`config.mk`:
```
export PLATFORM = sky130hd
export DESIGN_NAME = regfile_mp
export DESIGN_NICKNAME = d
export VERILOG_FILES = /design/src/rtl/cpu_pkg.sv /design/src/rtl/regfile_scoreboard.sv /design/src/rtl/regfile_mp.sv
export SDC_FILE = /design/constraint.sdc
export NUM_CORES = 2
export LEC_CHECK = 0
export ABC_CLOCK_PERIOD_IN_PS = 6300
export CAP_MARGIN = 10
export CORE_ASPECT_RATIO = 1.2
export CORE_UTILIZATION = 25
export CTS_CLUSTER_SIZE = 14
export DETAILED_ROUTE_END_ITERATION = 8
export SETUP_SLACK_MARGIN = 0.5
export SYNTH_ARGS = -nofsm -noshare
export SYNTH_HDL_FRONTEND = slang
export SYNTH_SLANG_ARGS = --single-unit
export TNS_END_PERCENT = 20
```
`constraint.sdc`:
```
create_clock -name CLK -period 6.3 [get_ports CLK]
set_clock_uncertainty 0.15 [all_clocks]
set_input_delay 1.26 -clock CLK [delete_from_list [all_inputs] [get_ports CLK]]
set_output_delay 1.26 -clock CLK [all_outputs]
set_load 0.05 [all_outputs]
```
`src/rtl/cpu_pkg.sv`:
```
// cpu_pkg -- constants and helpers shared by the integer register file.
//
// Contents:
//   REG_DW    default data width of an architectural register
//   REG_NUM   default number of architectural registers
//   REG_AW    default register address width (log2 of REG_NUM)
//   REG_LINK  register written by the jal link port
//   REG_ZERO  hard-wired zero register
//   clog2()   ceiling log2, used to derive address widths from depths
package cpu_pkg;

  localparam int REG_DW   = 32;
  localparam int REG_NUM  = 32;
  localparam int REG_AW   = 5;
  localparam int REG_LINK = 31;
  localparam int REG_ZERO = 0;

  // Ceiling log2 with a floor of 1, so a 2-entry file still gets a 1-bit address.
  function automatic int clog2(input int value);
    int result;
    int rem;
    result = 0;
    rem    = value - 1;
    for (int i = 0; i < 32; i++) begin
      if (rem > 0) begin
        result++;
        rem = rem >> 1;
      end
    end
    if (result == 0) result = 1;
    return result;
  endfunction

endpackage

```
`src/rtl/regfile_scoreboard.sv`:
```
// regfile_scoreboard -- per-register busy bits for hazard detection.
//
// Decode marks a destination pending with busy_set; writeback (we) or the
// link port (link_we) retires it. A set and a clear on the same register in
// the same cycle leaves it busy, because the set belongs to a newer producer.
//
// Ports:
//   CLK, Reset   clock, asynchronous active-low reset
//   we, waddr    writeback write (clears busy[waddr])
//   link_we      link write (clears busy[LINK_REG])
//   busy_set     mark busy_addr as pending
//   busy_addr    destination register to mark
//   rd_addr      packed read addresses, NR ports of AW bits
//   busy         registered scoreboard vector
//   rd_hazard    combinational per-port hazard flag
module regfile_scoreboard
  import cpu_pkg::*;
#(
  parameter int DEPTH    = REG_NUM,
  parameter int AW       = clog2(DEPTH),
  parameter int NR       = 2,
  parameter int LINK_REG = REG_LINK
) (
  input  logic             CLK,
  input  logic             Reset,
  input  logic             we,
  input  logic [AW-1:0]    waddr,
  input  logic             link_we,
  input  logic             busy_set,
  input  logic [AW-1:0]    busy_addr,
  input  logic [NR*AW-1:0] rd_addr,
  output logic [DEPTH-1:0] busy,
  output logic [NR-1:0]    rd_hazard
);

  logic             wbWrite;
  logic             linkWrite;
  logic [DEPTH-1:0] busyNext;

  // Writes to the zero register never happen, so they clear nothing.
  assign wbWrite   = we && (waddr != '0);
  assign linkWrite = link_we && (LINK_REG != REG_ZERO);

  always_comb begin
    // NOTE: a full default before any conditional update keeps always_comb
    // free of inferred latches; later statements override earlier ones, so
    // the set below takes priority over both clears.
    busyNext = busy;
    for (int i = 1; i < DEPTH; i++) begin
      if (linkWrite && (i == LINK_REG))        busyNext[i] = 1'b0;
      if (wbWrite && (waddr == AW'(i)))        busyNext[i] = 1'b0;
      if (busy_set && (busy_addr == AW'(i)))   busyNext[i] = 1'b1;
    end
    busyNext[0] = 1'b0;
  end

  // NOTE: sequential state uses non-blocking assignments so every flop
  // samples pre-edge values regardless of statement order.
  always_ff @(posedge CLK or negedge Reset) begin
    if (!Reset) busy <= '0;
    else        busy <= busyNext;
  end

  // A register being written this very cycle is not a hazard: its value
  // reaches the read port through the write-first bypass.
  for (genvar k = 0; k < NR; k++) begin : g_hazard
    logic [AW-1:0] addr;
    assign addr = rd_addr[k*AW +: AW];
    assign rd_hazard[k] = busy[addr]
                          && !(wbWrite && (waddr == addr))
                          && !(linkWrite && (addr == AW'(LINK_REG)))
                          && (addr != '0);
  end

endmodule

```
`src/rtl/regfile_mp.sv`:
```
// regfile_mp -- parametrised multi-port integer register file.
//
// Storage array with a writeback port and a dedicated link (jal) port,
// NR registered read ports with write-first bypass and a shared read enable
// that holds the outputs during pipeline stalls, plus a busy scoreboard.
// Register 0 reads as zero and ignores writes.
//
// Ports:
//   CLK, Reset   clock, asynchronous active-low reset
//   rd_en        read enable for all ports; 0 holds rd_data
//   rd_addr      packed read addresses, port k at [k*AW +: AW]
//   rd_data      packed registered read data, port k at [k*DW +: DW]
//   rd_hazard    per-port: addressed register busy and not written this cycle
//   we/waddr/wdata        writeback write port
//   link_we/link_wdata    link write port, targets LINK_REG, wins over writeback
//   busy_set/busy_addr    mark a destination register pending
//   busy         registered scoreboard vector
module regfile_mp
  import cpu_pkg::*;
#(
  parameter int DW       = REG_DW,
  parameter int DEPTH    = REG_NUM,
  parameter int AW       = clog2(DEPTH),
  parameter int NR       = 2,
  parameter int LINK_REG = REG_LINK
) (
  input  logic             CLK,
  input  logic             Reset,
  input  logic             rd_en,
  input  logic [NR*AW-1:0] rd_addr,
  output logic [NR*DW-1:0] rd_data,
  output logic [NR-1:0]    rd_hazard,
  input  logic             we,
  input  logic [AW-1:0]    waddr,
  input  logic [DW-1:0]    wdata,
  input  logic             link_we,
  input  logic [DW-1:0]    link_wdata,
  input  logic             busy_set,
  input  logic [AW-1:0]    busy_addr,
  output logic [DEPTH-1:0] busy
);

  logic          wbWrite;
  logic          linkWrite;
  logic [DW-1:0] regFile [DEPTH];

  assign wbWrite   = we && (waddr != '0);
  assign linkWrite = link_we && (LINK_REG != REG_ZERO);

  // NOTE: the array is built from resettable flops on purpose -- every
  // architectural register must read 0 after reset, so it cannot map to a RAM.
  always_ff @(posedge CLK or negedge Reset) begin
    if (!Reset) begin
      for (int i = 0; i < DEPTH; i++) regFile[i] <= '0;
    end else begin
      // Entry 0 is never written and stays at its reset value of zero.
      for (int i = 1; i < DEPTH; i++) begin
        if (linkWrite && (i == LINK_REG))   regFile[i] <= link_wdata;
        else if (wbWrite && (waddr == AW'(i))) regFile[i] <= wdata;
      end
    end
  end

  // Read ports: the value captured is what the register holds after this
  // edge's writes, so the bypass order mirrors the write priority.
  for (genvar k = 0; k < NR; k++) begin : g_read
    logic [AW-1:0] addr;
    logic [DW-1:0] nextData;
    logic [DW-1:0] readReg;

    assign addr = rd_addr[k*AW +: AW];

    always_comb begin
      nextData = regFile[addr];
      if (wbWrite && (waddr == addr))             nextData = wdata;
      if (linkWrite && (addr == AW'(LINK_REG)))   nextData = link_wdata;
      if (addr == '0)                             nextData = '0;
    end

    // A stalled port keeps its old value even if that register is rewritten.
    always_ff @(posedge CLK or negedge Reset) begin
      if (!Reset)     readReg <= '0;
      else if (rd_en) readReg <= nextData;
    end

    assign rd_data[k*DW +: DW] = readReg;
  end

  regfile_scoreboard #(
    .DEPTH    (DEPTH),
    .AW       (AW),
    .NR       (NR),
    .LINK_REG (LINK_REG)
  ) u_scoreboard (
    .CLK       (CLK),
    .Reset     (Reset),
    .we        (we),
    .waddr     (waddr),
    .link_we   (link_we),
    .busy_set  (busy_set),
    .busy_addr (busy_addr),
    .rd_addr   (rd_addr),
    .busy      (busy),
    .rd_hazard (rd_hazard)
  );

endmodule

```
# [After elaboration in Yosys (flattened, before gate mapping)]
# Index checks and enable logic that the tools add are counted.
[word_totals] register_bits=1087 input_bits=90 out_inout_bits=98 word_cells=331
[op_classes] magnitude_cmp=4 eq_ne=66 mux=81 bitwise=2 n_reduce_logical=114
[op_table] op="$mux W32" n=12
[op_table] op="$bmux W32 S5" n=2
[op_table] op="$eq A5 B5 Y1 const B" n=34
[op_table] op="$eq A5 B4 Y1 const B" n=16
[op_table] op="$logic_and A1 B1 Y1" n=73
[op_table] op="$mux W1" n=65
[op_table] op="$reduce_bool A2 Y1" n=31
[op_table] op="$eq A5 B3 Y1 const B" n=8
[op_table] op="$eq A5 B2 Y1 const B" n=4
[op_table] op="$reduce_bool A5 Y1" n=3
[op_table] op="$ge A6 B6 Y1 const B" n=2
[op_table] op="$lt A5 B6 Y1 const B" n=2
[op_table] op="$not A5 Y6" n=2
[op_table] op="$bmux W1 S5" n=2
[op_table] op="$eq A5 B1 Y1 const B" n=2
[op_table] op="$eq A5 B5 Y1" n=2
[op_table] op="$logic_not A5 Y1" n=2
[op_table] op="$logic_not A1 Y1" n=4
[op_table] op="$reduce_bool A3 Y1" n=1

# [Longest topological paths before layout]
[logic_depth] word_depth=7 depth_mapped=10

# [By module]
# Synthesis repeated with hierarchy kept, for this count alone.
[unflattened] cells_unflattened=4293 area_unflattened_um2=59144.2
[by_module_without_submodules] mod="regfile_mp" instances=1 cells_each=4088 area_each_um2=57092.3 seq_area_each_um2=26425.3
[by_module_without_submodules] mod="regfile_scoreboard" instances=1 cells_each=205 area_each_um2=2052.0 seq_area_each_um2=775.7

# [Worst setup path after synthesis]
# No wires, ideal clock.
[synth_timing] path_type="input to output" from="input port rd_addr[5]" to="output port rd_hazard[1]" t_arrival_ps=4629 t_required_ps=4890 setup_slack_ps=261 path_stages=8 path_cell_list="buf_6 -> buf_6 -> buf_6 -> mux4_2 -> mux2i_1 -> nand2_1 -> o211ai_1 -> a2111oi_0"
[synth_between] elab_chain_cells=6 word_cells_on_any_way=12 cone_classes="eq/ne (2); mux (2); reduce/logical (8)"
[synth_rtl] element="start, declared" line_no="regfile_mp.sv:30" text="input logic [NR*AW-1:0] rd_addr,"
[synth_rtl] element="parallel branches: the longest is 5 deep, another holds $bmux W1 S5"
[synth_rtl] element="$logic_and A1 B1 Y1 (*)" line_no="regfile_scoreboard.sv:72" text="&& (addr != '0);"
[synth_rtl] element="end, declared" line_no="regfile_mp.sv:32" text="output logic [NR-1:0] rd_hazard,"
# Mark *: on every way between the ends. The select of a mux whose other input is x is not followed.

# [Final worst setup path]
[layout_timing] from="input port waddr[2]" to="output port rd_hazard[1]"
[layout_between] elab_chain_cells=7 word_cells_on_any_way=8 cone_classes="eq/ne (1); reduce/logical (7)"
[layout_rtl] element="start, declared" line_no="regfile_mp.sv:34" text="input logic [AW-1:0] waddr,"
[layout_rtl] element="$reduce_bool A5 Y1" line_no="regfile_scoreboard.sv:41" text="assign wbWrite = we && (waddr != '0);"
[layout_rtl] element="$logic_and A1 B1 Y1" line_no="regfile_scoreboard.sv:41"
[layout_rtl] element="$logic_and A1 B1 Y1 (*)" line_no="regfile_scoreboard.sv:70" text="&& !(wbWrite && (waddr == addr))"
[layout_rtl] element="$logic_not A1 Y1 (*)" line_no="regfile_scoreboard.sv:70"
[layout_rtl] element="$logic_and A1 B1 Y1 (*)" line_no="regfile_scoreboard.sv:70"
[layout_rtl] element="$logic_and A1 B1 Y1 (*)" line_no="regfile_scoreboard.sv:71" text="&& !(linkWrite && (addr == AW'(LINK_REG)))"
[layout_rtl] element="$logic_and A1 B1 Y1 (*)" line_no="regfile_scoreboard.sv:72"
# Mark *: on every way between the ends. The rest lies on a longest branch, timed or not.

==> results by group <==
Outcome
  • Status: completed

Pwr
  • PD cells: 315.7 nW/um^2
  • VDD IR-drop max: 0.2269 mV
  • P_leak: approximately 28 nW

Detailed routing
  • First-pass DRT Iterations: 8
  • Post-Route WL: 206,800 microns
  • Vias: between 30,000 and 40,000
  • Drt drc: 0
  • ANT nets after route: 0
  • WL/cell: between 20 and 30 microns
  • Drt initial violations: approximately 4,000
  • Via-to-Cell Ratio: 5.466

Worst setup path
  • Element type at the critical path end: output pin
  • Critical Path RT: ~4.9 ns
  • Reg2Reg Launch Point: regFile[287]$_DFFE_PN0P_
  • Crit path DAT: 4.00 ns
  • CP Launch Type: primary input
  • CP Class: primary input to output pin
  • Max FO, Critical Path: 14
  • Beginning of the critical path: waddr[2]

Placement
  • DP Wirelength: 125,000 microns
  • Gpl congestion: approximately 0.81
  • Setup WS pre-CTS: between 0.8 and 0.9 ns
  • Port bufs: roughly 190

STA
  • Max-slew violations: 0
  • Part of the cycle the worst path needs: 85.83%
  • Relative slew slack: approximately 17%
  • Final setup viols: 0
  • Fmax: approximately 180 MHz
  • Setup Total Neg Slack: 0 ns
  • Setup ws final: slightly below 0.9 ns
  • Hold Violations, Final: 0
  • Slew @ Worst Pin: 1.243 ns
  • RSZ-0062 raised after global routing: no
  • Min cycle time layout: roughly 5.4 ns

CTS
  • CTS buffer count: between 100 and 150
  • Post-cts sizing count: 0
  • Clock buffer depth: 3
  • Setup bufs post-CTS: 0
  • Skew-Pair Late Insertion Delay: ~0.74 ns
  • Register clock-pin slew on the reported worst setup and hold paths: 0.06 ns
  • H-tree depth: 3
  • Clock root cell: clkbuf_16
  • Clock sinks: ~1,100
  • CTS tree: done
  • # hold bufs at CTS: 0

Synth
  • Yosys top cell area share: around 47%
  • Yosys Warn Count: 32
  • Yosys cell types: 56
  • Syn_nets: around 4,200
  • Post-Syn Instances: slightly above 4,000
  • Dominant cell by count in the synthesized netlist: dfrtp_1
  • Syn avg cell area: 14.23 sq um
  • Predominant post-synthesis flop cell: dfrtp_1
  • Dominant cell type by area after synthesis: dfrtp_1
  • Main area contributors after synthesis: dfrtp_1 47%, mux2_2 20%, mux4_2 18%, mux2i_1 1.8%, clkbuf_1 1.5%
  • Yosys reg bits: 1,087
  • Most common library cells after synthesis: 1,087 x dfrtp_1, 1,027 x mux2_2, 465 x mux4_2
  • Synth async-reset ratio: 100.0%
  • EDFF count, synth: 0
  • Mapped Area: between 50,000 and 60,000 sq um
  • Seq/Total Area, Yosys: a little under half

Global routing
  • First-pass GRT wire length: 299,800 microns
  • Initial antenna violation count: 13
  • Largest net degree at the start of global routing: 161
  • Gr ovfl total: 0
  • Total GRT Usage: between 15 and 20%
  • Number of global-route vias before repair: between 40,000 and 50,000

Floorplanning
  • Vert. Die Dim: roughly 530 microns
  • Core area: between 200,000 and 250,000 sq um
  • Width of the die: 442.3 microns
  • Die ar.: approximately 230,000 sq um
  • Site row count: approximately 190
  • Top Ports: around 190
  • Initial Utilization: 25.19%

Final layout
  • Filler cells: about 23,000
  • Layout cells sized above 1: between 40% and 50%
  • Nets@finish: approximately 4,100
  • Syn-to-layout area delta: 15.30%

Hold path
  • Hold Path Origin: regFile[14]$_DFFE_PN0P_
  • Min-delay worst type: flop to flop

Job
  • Max cap viols: 0
-- per-layer routing --
layer  vias to the layer above  part of all wire, %  track usage (%)
met3                       482                  6.3            2.951
met4                         8                  4.6            8.130
met2                      1640                   50            29.63
li1                      15770                    -                -
met5                         -                0.022                0
met1                     21220                   39            21.26
-- critical path, stage by stage --
cell and delay, ns:
clkdlybuf4s50_1 0.67, nor2_1 0.63, a21o_1 0.28, nor3_1 0.09, a2111oi_1 0.69, buf_4 0.24
buf_12 0.13
-- area by class of cell --
class                           count  area [sq um]  area share (%)
Antenna cell                        5         12.51         0.01866
Clock inverter                     39         569.3          0.8491
Clock buffer                      161          3338           4.979
Sequential cell                  1087         27200           40.57
Inverter                           48         180.2          0.2687
Multi-Input combinational cell   2500         28980           43.22
Tap cell                         3022          3781           5.640
Timing Repair Buffer              294          2983           4.449
-- logic make-up (layout without fill, tap and decap cells) --
group	count (synthesis)	after routing	synth area share [%]
multiplexers	1594	1594	39.66
flip-flops	1087	1087	46.78
buffers and inverters	499	542	3.847
AND/OR/NAND/NOR	463	463	3.970
AO/OA/AOI/OAI	432	432	5.590
XOR/XNOR	10	10	0.1506
other	1	6	0.006449
-- power breakdown --
group / total [mW] / switching [mW] / internal, mW
combinational: 4.72 / 2.16 / 2.56
clock: 7.11 / 2.96 / 4.16
sequential: 9.33 / 1.01 / 8.32
total: 21.2 / 6.13 / 15.0
-- per-stage QoR --
stage | power [mW] | hold WS (ns) | cell area (sq um) | std cells | utilization, %
after detailed placement | 14.15 | 0.3382 | 63000 | 6946 | 27.29
after floorplan | 12.52 | 0.3112 | 58150 | 4086 | -
final | 21.17 | 0.3495 | 67040 | 7156 | 29.04
after CTS | 21.27 | 0.3521 | 66910 | 7146 | 28.98
after global placement | 13.93 | 0.3247 | 63000 | 6946 | 27.29
after global routing | 22.00 | 0.3703 | 67040 | 7154 | 29.04
-- placed cells by master (no fill, tap or decap), types with 33 or more instances in the layout --
| master | instances |
|---|---|
| a221oi_1 | 63 |
| a22oi_1 | 62 |
| buf_4 | 89 |
| clkbuf_16 | 114 |
| clkbuf_8 | 33 |
| clkdlybuf4s50_1 | 174 |
| dfrtp_1 | 1087 |
| inv_1 | 46 |
| mux2_2 | 1027 |
| mux2i_1 | 102 |
| mux4_2 | 465 |
| nand2_1 | 140 |
| nand4_1 | 65 |
| nor2_1 | 71 |
| nor2b_1 | 36 |
| nor3_1 | 39 |
| o21ai_0 | 79 |
| o22ai_1 | 66 |
-- worst paths after layout --
kind	to	slack (ns)	depth (start not counted)
worst min register to register	regFile[14]$_DFFE_PN0P_	0.35	2
min in group asynchronous	u_scoreboard.busy[11]$_DFFE_PN0P_	0.38	1
worst min-delay path	regFile[14]$_DFFE_PN0P_	0.35	2
worst max register to register	g_read[1].readReg[31]$_DFFE_PN0P_	4.05	5
max in group asynchronous	regFile[144]$_DFFE_PN0P_	4.04	2
worst max-delay path	rd_hazard[1]	0.89	7
-- sequential cells by signal (all words and copies together) (netlist names) --
signal,flops
regFile,992
g_read.readReg,64
u_scoreboard.busy,31
(Power assumes the default switching activity.)
